--- src/rtl/norm_shift_ctrl.sv ---
`default_nettype none
// +--------------------------------------------------------------------------+
// | norm_shift_ctrl: normalization shift controller ahead of the barrel      |
// | shifter. Optional macro NORM_DENORM_CLAMP_EN clamps underflow shifts.    |
// | Revision: 1.0                                                            |
// +--------------------------------------------------------------------------+
module norm_shift_ctrl #(
  parameter int SWR = 26,
  parameter int EW  = 8
) (
  input  logic           clk,
  input  logic           rst,
  input  logic           start_i,
  input  logic [SWR-1:0] Add_Result_i,
  input  logic           Carry_i,
  input  logic [EW-1:0]  Exp_i,
  output logic [EW-1:0]  Shift_Value_o,
  output logic           Left_Right_o,
  output logic           Bit_Shift_o,
  output logic           load_o,
  output logic [EW-1:0]  Exp_o,
  output logic           Zero_o,
  output logic           Underflow_o,
  output logic           Overflow_o,
  output logic           busy_o
);

  typedef enum logic [1:0] {
    IDLE   = 2'd0,
    DETECT = 2'd1,
    ISSUE  = 2'd2
  } state_t;

  state_t         state;
  logic [SWR-1:0] sum_q;
  logic           carry_q;
  logic [EW-1:0]  exp_q;
  logic [EW-1:0]  lz_q;
  logic [EW-1:0]  exp_inc;

  // Highest set bit wins; an all-zero input yields SWR.
  function automatic logic [EW-1:0] lzc(input logic [SWR-1:0] v);
    lzc = EW'(SWR);
    for (int i = 0; i < SWR; i++) begin
      if (v[i]) lzc = EW'(SWR - 1 - i);
    end
  endfunction

  assign exp_inc = exp_q + EW'(1);

  always_ff @(posedge clk) begin
    if (!rst) begin
      state         <= IDLE;
      sum_q         <= '0;
      carry_q       <= 1'b0;
      exp_q         <= '0;
      lz_q          <= '0;
      Shift_Value_o <= '0;
      Left_Right_o  <= 1'b0;
      Bit_Shift_o   <= 1'b0;
      load_o        <= 1'b0;
      Exp_o         <= '0;
      Zero_o        <= 1'b0;
      Underflow_o   <= 1'b0;
      Overflow_o    <= 1'b0;
      busy_o        <= 1'b0;
    end else begin
      load_o <= 1'b0;
      case (state)
        IDLE: begin
          if (start_i) begin
            sum_q   <= Add_Result_i;
            carry_q <= Carry_i;
            exp_q   <= Exp_i;
            busy_o  <= 1'b1;
            state   <= DETECT;
          end
        end
        DETECT: begin
          lz_q  <= lzc(sum_q);
          state <= ISSUE;
        end
        ISSUE: begin
          load_o      <= 1'b1;
          busy_o      <= 1'b0;
          state       <= IDLE;
          Zero_o      <= 1'b0;
          Underflow_o <= 1'b0;
          Overflow_o  <= 1'b0;
          Bit_Shift_o <= 1'b0;
          if (carry_q) begin
            Left_Right_o  <= 1'b0;
            Shift_Value_o <= EW'(1);
            Bit_Shift_o   <= 1'b1;
            Exp_o         <= exp_inc;
            Overflow_o    <= (exp_inc == '1) || (exp_q == '1);
          end else if (sum_q == '0) begin
            Zero_o        <= 1'b1;
            Left_Right_o  <= 1'b1;
            Shift_Value_o <= '0;
            Exp_o         <= '0;
          end else if (lz_q < exp_q) begin
            Left_Right_o  <= 1'b1;
            Shift_Value_o <= lz_q;
            Exp_o         <= exp_q - lz_q;
          end else begin
            Left_Right_o  <= 1'b1;
            Underflow_o   <= 1'b1;
            Exp_o         <= '0;
`ifdef NORM_DENORM_CLAMP_EN
            // Stop one short so the value lands as a subnormal.
            Shift_Value_o <= (exp_q != '0) ? (exp_q - EW'(1)) : '0;
`else
            Shift_Value_o <= lz_q;
`endif
          end
        end
        default: begin
          busy_o <= 1'b0;
          state  <= IDLE;
        end
      endcase
    end
  end

endmodule
`default_nettype wire
--- config.mk ---
export PLATFORM = sky130hd
export DESIGN_NAME = norm_shift_ctrl
export DESIGN_NICKNAME = d
export VERILOG_FILES = /design/src/rtl/norm_shift_ctrl.sv
export SDC_FILE = /design/constraint.sdc
export NUM_CORES = 1
export LEC_CHECK = 0
export BUFFER_PORTS_ARGS = -buffer_cell sky130_fd_sc_hd__buf_2
export CAP_MARGIN = 0
export CORE_UTILIZATION = 30
export DETAILED_ROUTE_END_ITERATION = 10
export GPL_ROUTABILITY_DRIVEN = 1
export PLACE_DENSITY = 0.5
export REMOVE_ABC_BUFFERS = 1
export SLEW_MARGIN = 25
export SYNTH_ARGS = -nofsm -noshare
export SYNTH_HDL_FRONTEND = slang
export SYNTH_SLANG_ARGS = --single-unit
--- constraint.sdc ---
create_clock -name clk -period 3.6 [get_ports clk]
set_input_delay 0.18 -clock clk [delete_from_list [all_inputs] [get_ports clk]]
set_output_delay 0.18 -clock clk [all_outputs]
set_load 0.01 [all_outputs]
Word-level counts from Yosys, hierarchy flattened
Cells that the tools add are included.
{"block": "op_classes", "eq_ne": 5, "n_lt_le_gt_ge": 1, "add_sub_neg": 2, "n_bitwise": 1, "mux": 44, "n_reduce_logical": 5}
{"op": "$mux W8", "n": 30}
{"op": "$logic_not A26 Y1", "n": 1}
{"op": "$eq A8 B8 Y1 const B", "n": 2}
{"op": "$mux W1", "n": 10}
{"op": "$add A8 B1 Y8 const B", "n": 1}
{"op": "$lt A8 B8 Y1", "n": 1}
{"op": "$sub A8 B8 Y8", "n": 1}
{"op": "$mux W2", "n": 2}
{"op": "$pmux W2 S2", "n": 1}
{"op": "$reduce_and A2 Y1", "n": 2}
{"op": "$eq A2 B1 Y1 const B", "n": 1}
{"op": "$eq A2 B2 Y1 const B", "n": 1}
{"op": "$logic_not A2 Y1", "n": 1}
{"op": "$ne A2 B2 Y1 const B", "n": 1}
{"op": "$pmux W1 S2", "n": 1}
{"op": "$logic_or A1 B1 Y1", "n": 1}
{"op": "$not A1 Y1", "n": 1}
{"block": "totals", "wordCells": 72, "inputBits": 38, "ff_bits": 68, "output_inout_bits": 23}

Longest topological paths before layout
Gate-level depths: netlist of run 1.
{"block": "logic_depth", "depth_word": 26, "depth_mapped": 9, "depth_no_buf": 9}

Least setup slack after synthesis of run 1
No wires, ideal clock.
{"block": "synth_timing", "path_kind": "reg-to-reg", "startpoint": "register exp_q[0]", "endpoint": "register Underflow_o", "required_time_ps": 3530, "arrival_time_ps": 1920, "synth_period_minus_slack_ps": 1991, "setup_ps": 70, "stages_incl_launch_ff": 10, "slack_ps": 1609, "path_buffers": 0, "cell_sequence": "dfxtp_1 -> inv_1 -> ha_1 -> inv_1 -> fa_1 -> a211oi_1 -> o21ai_0 -> a211o_1 -> nand2b_1 -> a21oi_1"}
{"block": "synth_between", "elab_chain_cells": 4}
{"element": "start: declaration", "line": "37", "source": "logic [EW-1:0] exp_q;"}
{"element": "start signal: assignment", "line": "74", "source": "exp_q <= Exp_i;"}
{"element": "$lt A8 B8 Y1", "line": "102", "source": "end else if (lz_q < exp_q) begin"}
{"element": "$mux W1", "line": "102"}
{"element": "$mux W1", "line": "97", "source": "end else if (sum_q == '0) begin"}
{"element": "$mux W1", "line": "91", "source": "if (carry_q) begin"}
{"element": "end signal: assignment", "line": "64", "source": "Underflow_o <= 1'b0;"}
{"element": "end signal: assignment", "line": "88", "source": "Underflow_o <= 1'b0;"}
{"element": "end signal: assignment", "line": "108", "source": "Underflow_o <= 1'b1;"}
{"element": "end: declaration", "line": "23", "source": "output logic Underflow_o,"}
Every way passes these cells.
A chain may end at the register's enable or synchronous reset.

Worst setup path after layout of run 1
{"block": "layout_timing", "startpoint": "register exp_q[0]", "endpoint": "register Exp_o[6]"}
{"block": "layout_between", "elab_chain_cells": 4, "word_cells_on_any_way": 6, "classes_between": "add/sub: 2; order compare: 1; mux: 3"}
{"element": "$sub A8 B8 Y8 or $lt A8 B8 Y1 (tied branches)", "line": "105, 102"}
{"element": "$mux W8", "line": "102"}
{"element": "$mux W8", "line": "97"}
{"element": "$mux W8 *", "line": "91"}
{"element": "end signal: assignment", "line": "95", "source": "Exp_o <= exp_inc;"}
{"element": "end signal: assignment", "line": "105", "source": "Exp_o <= exp_q - lz_q;"}
{"element": "end: declaration", "line": "21", "source": "output logic [EW-1:0] Exp_o,"}
Mark *: on every way between the ends. The rest lies on a longest branch, timed or not.

==> impl_results.md, run 1 <==
- Critical path startpoint category: register
- Number of synthesized flops with an enable pin: 0
- ANT cells: 0
- Status: complete, no violations
- Switching portion of total power: 27.7%
- Crit Path Category: register to register
- Antenna violations before repair: 0
- Via/cell ratio: 4.76
- Clk pin slew, worst setup/hold paths: 0.07 ns
- Max_slew headroom: 62.5%
- Die area: 10300 um^2
- Peak VDD IR: 0.000207 V
- # nets final: 487
- Starting density of the core: 31.5%
- Slew @ Worst Pin: 0.561 ns
- Top post-synthesis cells by area: dfxtp_1 42%, nand2_1 11%, a21oi_1 10%
- Sequential group share of total power: 46.3%
- DRC viols: 0
- Post-synth top flop: dfxtp_1
- Tcrit/Tclk final: 61.6%
- Final Hold Vio Count: 0
- Fill cell count: 1054
- Die X: 101 um
- Setup TNS: 0 ns
- Num rows: 35
- WP data required: 3.80 ns
- Finished Layout Cells: 575
- Sequential element share of the synthesized area: 41.9%
- H-tree levels: 3
- Power share of the combinational group: 16.1%
- CP Max Fanout: 7
- Final RePlAce weighted congestion: 0.902
- First DRT Iteration DRCs: 63
- Clk Latency, worst-skew pair: 0.34 ns
- Critical Path End Type: register
- Final setup fails: 0
- Mean post-synth cell area: 7.64 um^2
- Die height: 101 um
- Share of cells above drive strength 1: 18.2%
- P_leak: 1.41 nW
- Pwr/cell area: 462 nW/um^2
- CTS Buffer Depth: 2
- Clk network pwr share: 37.6%
- Net Switching: 454 uW
- Core area: 9420 um^2
- Crit path time final: 2.22 ns
- Max Transition Viols Final: 0
- CTS Root Cell: clkbuf_8
- Vias in the first global route: 2586
- Cts hold-fix bufs: 0
- Layout Skew: 0.00747 ns
- Unrepaired setup endpoints after global routing: no
- Port bufs: 57
- Fmax: 451 MHz
- I/O pin total: 61
- Clock sink count: 62
- Grt ovf: 0
- Placed insts: 559
- Count leader, synth: nand2_1
- Area post-placement: 3360 um^2
- Post-synthesis sequential element count: 62
- Total power: 1.64 mW
- Commonest cells post-synth: 88 x nand2_1, 62 x dfxtp_1, 61 x a21oi_1
- Async S/R FF share, synth: 0%
- First-pass GRT wire length: 12300 um
- Netlist cell types: 54
- Mapped Area: 2960 um^2
- DRT Pass-1 Iters: 4
- Largest net degree at the start of global routing: 38
- Yosys top cell area share: 41.9%
- Post-CTS sizing: 0
- WL final: 7510 um
- Max Cap Violations: 0
- Total track usage: 15.5%
- Number of routed nets with antenna violations: 0
- CTS tree: done
- CP Data Arrival Time: 2.42 ns
- Syn-to-layout area delta: 20.0%
- Post-synth top area cell: dfxtp_1
- Internal: 1.19 mW
- WL/cell: 13.1 um
- Setup bufs post-CTS: 0
- Gate Count Post-Synth: 388
- Hold Crit Class: primary input to register
- Design area: 3560 um^2
- Ys Warns: 0
- HPWL after DPL: 5550 um
- Routed via count: 2739
- CTS buffer count: 9
-- cell type report --
cell class | instances | area (um^2) | area share (%)
tap | 129 | 161 | 4.54
sequential | 62 | 1240 | 34.9
clock buffer | 12 | 155 | 4.36
timing repair buffer | 61 | 315 | 8.87
inverter | 14 | 52.6 | 1.48
multi-input combinational | 293 | 1590 | 44.6
clock inverter | 4 | 45.0 | 1.27
-- metal layers --
layer / vias up / wire length (um) / GRT usage, %
met3: 9 / 320 / 4.00
li1: 1440 / - / -
met5: - / 0 / 0
met1: 1228 / 3520 / 19.0
met4: 0 / 72 / 4.68
met2: 62 / 3600 / 26.8
-- worst paths after layout --
check | end | startpoint | slack (ns) | cells past startpoint
hold reg to reg | Bit_Shift_o | Bit_Shift_o | 0.45 | 2
setup / recovery | Exp_o[6] | exp_q[0] | 1.38 | 9
hold / removal | sum_q[20] | Add_Result_i[20] | 0.07 | 3
setup reg to reg | Exp_o[6] | exp_q[0] | 1.38 | 9
-- cells by family (layout without fill, tap and decap cells) --
group	after synthesis	count (layout)	share of synthesized area [%]
DFF	62	62	41.9
and+or+nand+nor	165	165	25.5
buffers and inverters	35	91	4.90
xor gates and xnor gates	9	9	2.66
adders and majority gates	8	8	3.63
AOI/OAI and AO/OA	108	108	21.3
other	1	3	0.127
-- critical path, cell delays in order, from the launching register on --
cell	delay [ns]
dfxtp_1	0.36
inv_1	0.11
ha_1	0.17
inv_1	0.05
fa_1	0.43
a211oi_1	0.23
o21ai_0	0.16
a211o_1	0.34
nand2_2	0.14
o31ai_1	0.09
-- flip-flops by register name, indices dropped and copies added, names as in the netlist, 2 cells and up --
name,cells
sum_q,26
Exp_o,8
exp_q,8
Shift_Value_o,5
lz_q,5
state,2
-- layout by cell type, fill, tap and decap left out, types with 3 or more instances in the layout --
cell type,synthesis,final
buf_4,3,4
xor2_1,4,4
clkinv_2,0,3
nor3_1,4,4
clkbuf_8,0,11
buf_2,2,57
o31ai_1,4,4
nor2b_1,4,4
nand4_1,3,3
o21ai_0,12,12
a22oi_1,5,5
a21oi_1,61,61
dfxtp_1,62,62
conb_1,1,3
and2_1,3,3
o22ai_1,3,3
ha_1,7,7
nor4_1,6,6
inv_1,13,13
or3_1,4,4
nand3_1,6,6
nor2_1,29,29
xnor2_1,5,5
nand2_1,88,88
nand2b_1,7,7
-- stage by stage --
stage                     util [%]  setup WS (ns)  hold slack, ns
after floorplan                  -           1.60           0.288
after global placement        35.6           1.47           0.421
after detailed placement      35.6           1.39           0.426
after CTS                     37.8           1.38          0.0524
after global routing          37.8           1.22          0.0646
final                         37.8           1.38          0.0709
-- power by group through the flow --
stage	Combinational, mW	Sequential, mW	Clock, mW
after floorplan	0.184	0.768	0
after global placement	0.266	0.775	0
after detailed placement	0.267	0.777	0
after CTS	0.268	0.761	0.641
after global routing	0.299	0.767	0.673
final	0.265	0.761	0.618
Note: power is estimated with default switching activity, not from simulation.
==> run 2: changes to the inputs <==
==> constraint.sdc (replaced) <==
create_clock -name clk -period 2.2 [get_ports clk]
set_input_delay 0.11 -clock clk [delete_from_list [all_inputs] [get_ports clk]]
set_output_delay 0.11 -clock clk [all_outputs]
set_load 0.01 [all_outputs]
==> run 2 against run 1 <==
Compared with the run above: worst hold slack got worse by 0.054 ns; sequential share of layout area fell by 2.6 points; core utilization up 3.0 points; global-route usage increased by 0.92 points; die area is the same; total power increased by 67%; critical endpoint is now Underflow_o; fmax is 11% higher; non-clock buffer count rose by 29; clock power is 65% higher; via count rose by 5.3%; setup slack got worse by 1.2 ns.
==> impl_results.md, run 2 (synthesized netlist as in run 1, its figures left out) <==
- Tcrit/Tclk final: 90.8%
- Setup bufs post-CTS: 0
- Slew @ Worst Pin: 0.540 ns
- Switching portion of total power: 27.8%
- Num rows: 35
- ANT cells: 0
- DRC viols: 0
- Hold Crit Class: primary input to register
- Routed via count: 2883
- Layout Skew: 0.00925 ns
- First DRT Iteration DRCs: 116
- Max reg flops: 26
- Crit path time final: 2.00 ns
- Status: complete, no violations
- CTS Buffer Depth: 2
- First-pass GRT wire length: 13000 um
- Share of cells above drive strength 1: 18.7%
- CP Max Fanout: 4
- Leading registers by flop count: sum_q (26), Exp_o (8), exp_q (8)
- WL final: 7850 um
- Largest net degree at the start of global routing: 38
- Antenna violations before repair: 0
- Grt ovf: 0
- Pwr/cell area: 716 nW/um^2
- Peak VDD IR: 0.000336 V
- CTS tree: done
- # nets final: 516
- DRT Pass-1 Iters: 4
- R2r endpoint: Underflow_o
- Syn-to-layout area delta: 29.5%
- Max_slew headroom: 63.7%
- Internal: 1.98 mW
- CP Data Arrival Time: 2.27 ns
- Final Hold Vio Count: 0
- Placed insts: 565
- Fmax: 501 MHz
- Sequential group share of total power: 45.2%
- R2R cell count: 9
- HPWL after DPL: 5700 um
- Multi-input combinational cell area: 1590 um^2
- Total track usage: 16.5%
- Final RePlAce weighted congestion: 0.868
- R2r setup slk: 0.20 ns
- Max Cap Violations: 0
- Die area: 10300 um^2
- CTS Root Cell: clkbuf_8
- Fill cell count: 1015
- Clk Latency, worst-skew pair: 0.34 ns
- Die height: 101 um
- Vias in the first global route: 2717
- Clk network pwr share: 37.0%
- Start of the worst register-to-register path: exp_q[0]
- Via/cell ratio: 4.77
- Hold path start: Carry_i
- Core area: 9420 um^2
- I/O pin total: 61
- WL/cell: 13.0 um
- Critical Path End Type: register
- Storage element area: 1240 um^2
- CTS buffer count: 9
- Sink of the worst hold path: carry_q
- Hold depth: 3
- P_leak: 1.54 nW
- Number of routed nets with antenna violations: 0
- Max Transition Viols Final: 0
- Critical path startpoint category: register
- Crit Path Category: register to register
- Final setup fails: 0
- Most frequent cells in the layout: 88 x nand2_1, 62 x dfxtp_1, 61 x a21oi_1
- Register with the most flip-flops: sum_q
- WP data required: 2.47 ns
- Starting density of the core: 31.5%
- Power share of the combinational group: 17.9%
- Finished Layout Cells: 604
- H-tree levels: 3
- Setup TNS: 0 ns
- Die X: 101 um
- Commonest non-fill, non-tap cell in the layout: nand2_1
- Clock sink count: 62
- Port bufs: 57
- Net Switching: 764 uW
- Clk pin slew, worst setup/hold paths: 0.06 ns
- Unrepaired setup endpoints after global routing: no
[run 2: area by class of cell]
type | count | area share (%)
Multi-Input combinational cell | 293 | 41.5
Sequential cell | 62 | 32.3
Timing Repair Buffer | 90 | 15.4
Tap cell | 129 | 4.20
Clock buffer | 12 | 4.04
Inverter | 14 | 1.37
Clock inverter | 4 | 1.17
[run 2: metrics by stage]
stage	utilization, %	total power [mW]	hold slack [ns]	instance area (um^2)	setup WS, ns
6_report	40.8	2.75	0.0170	3840	0.203
5_1_grt	40.8	2.90	0.0129	3840	0.0244
4_1_cts	40.7	2.78	0.000949	3830	0.113
3_5_place_dp	36.1	1.72	0.357	3400	0.120
3_3_place_gp	36.1	1.72	0.350	3400	0.155
2_1_floorplan	-	1.56	0.218	2880	0.201
[run 2: what timing repair did]
action / in CTS / in global routing
hold buffers: 23 / 0
resized for setup: 0 / 3
endpoints found under the hold margin: 23 / 0
setup endpoints to repair: 0 / 9
[run 2: worst max-delay path by stage]
stage / endpoint / from / slack, ns / depth (start not counted)
floorplan: Exp_o[3] / exp_q[0] / 0.20 / 9
global placement: Exp_o[6] / exp_q[0] / 0.15 / 9
detailed placement: Exp_o[6] / exp_q[0] / 0.12 / 9
CTS: Underflow_o / exp_q[0] / 0.11 / 9
global route: Underflow_o / exp_q[0] / 0.02 / 9
finish: Underflow_o / exp_q[0] / 0.20 / 9
[run 2: layer usage]
metal	wire length [um]	share of wire, %	vias to the layer above	track usage, %
li1	-	-	1505	-
met1	3710	47	1315	20.5
met2	3790	48	58	28.3
met3	315	4.0	5	4.07
met4	34	0.43	0	4.35
met5	0	0	-	0
[run 2: critical path: stages (launching register included)]
cell and delay [ns]:
dfxtp_1 0.31, inv_1 0.09, ha_1 0.17, inv_1 0.05, fa_2 0.37, a211oi_2 0.20, o21ai_1 0.13, a211o_1 0.33
nand2b_1 0.16, a21oi_1 0.12
[run 2: power groups by stage]
stage | sequential, mW | combinational, mW | clock, mW
6_report | 1.24 | 0.491 | 1.02
2_1_floorplan | 1.26 | 0.301 | 0
3_3_place_gp | 1.27 | 0.452 | 0
4_1_cts | 1.24 | 0.487 | 1.05
5_1_grt | 1.25 | 0.551 | 1.10
3_5_place_dp | 1.27 | 0.454 | 0
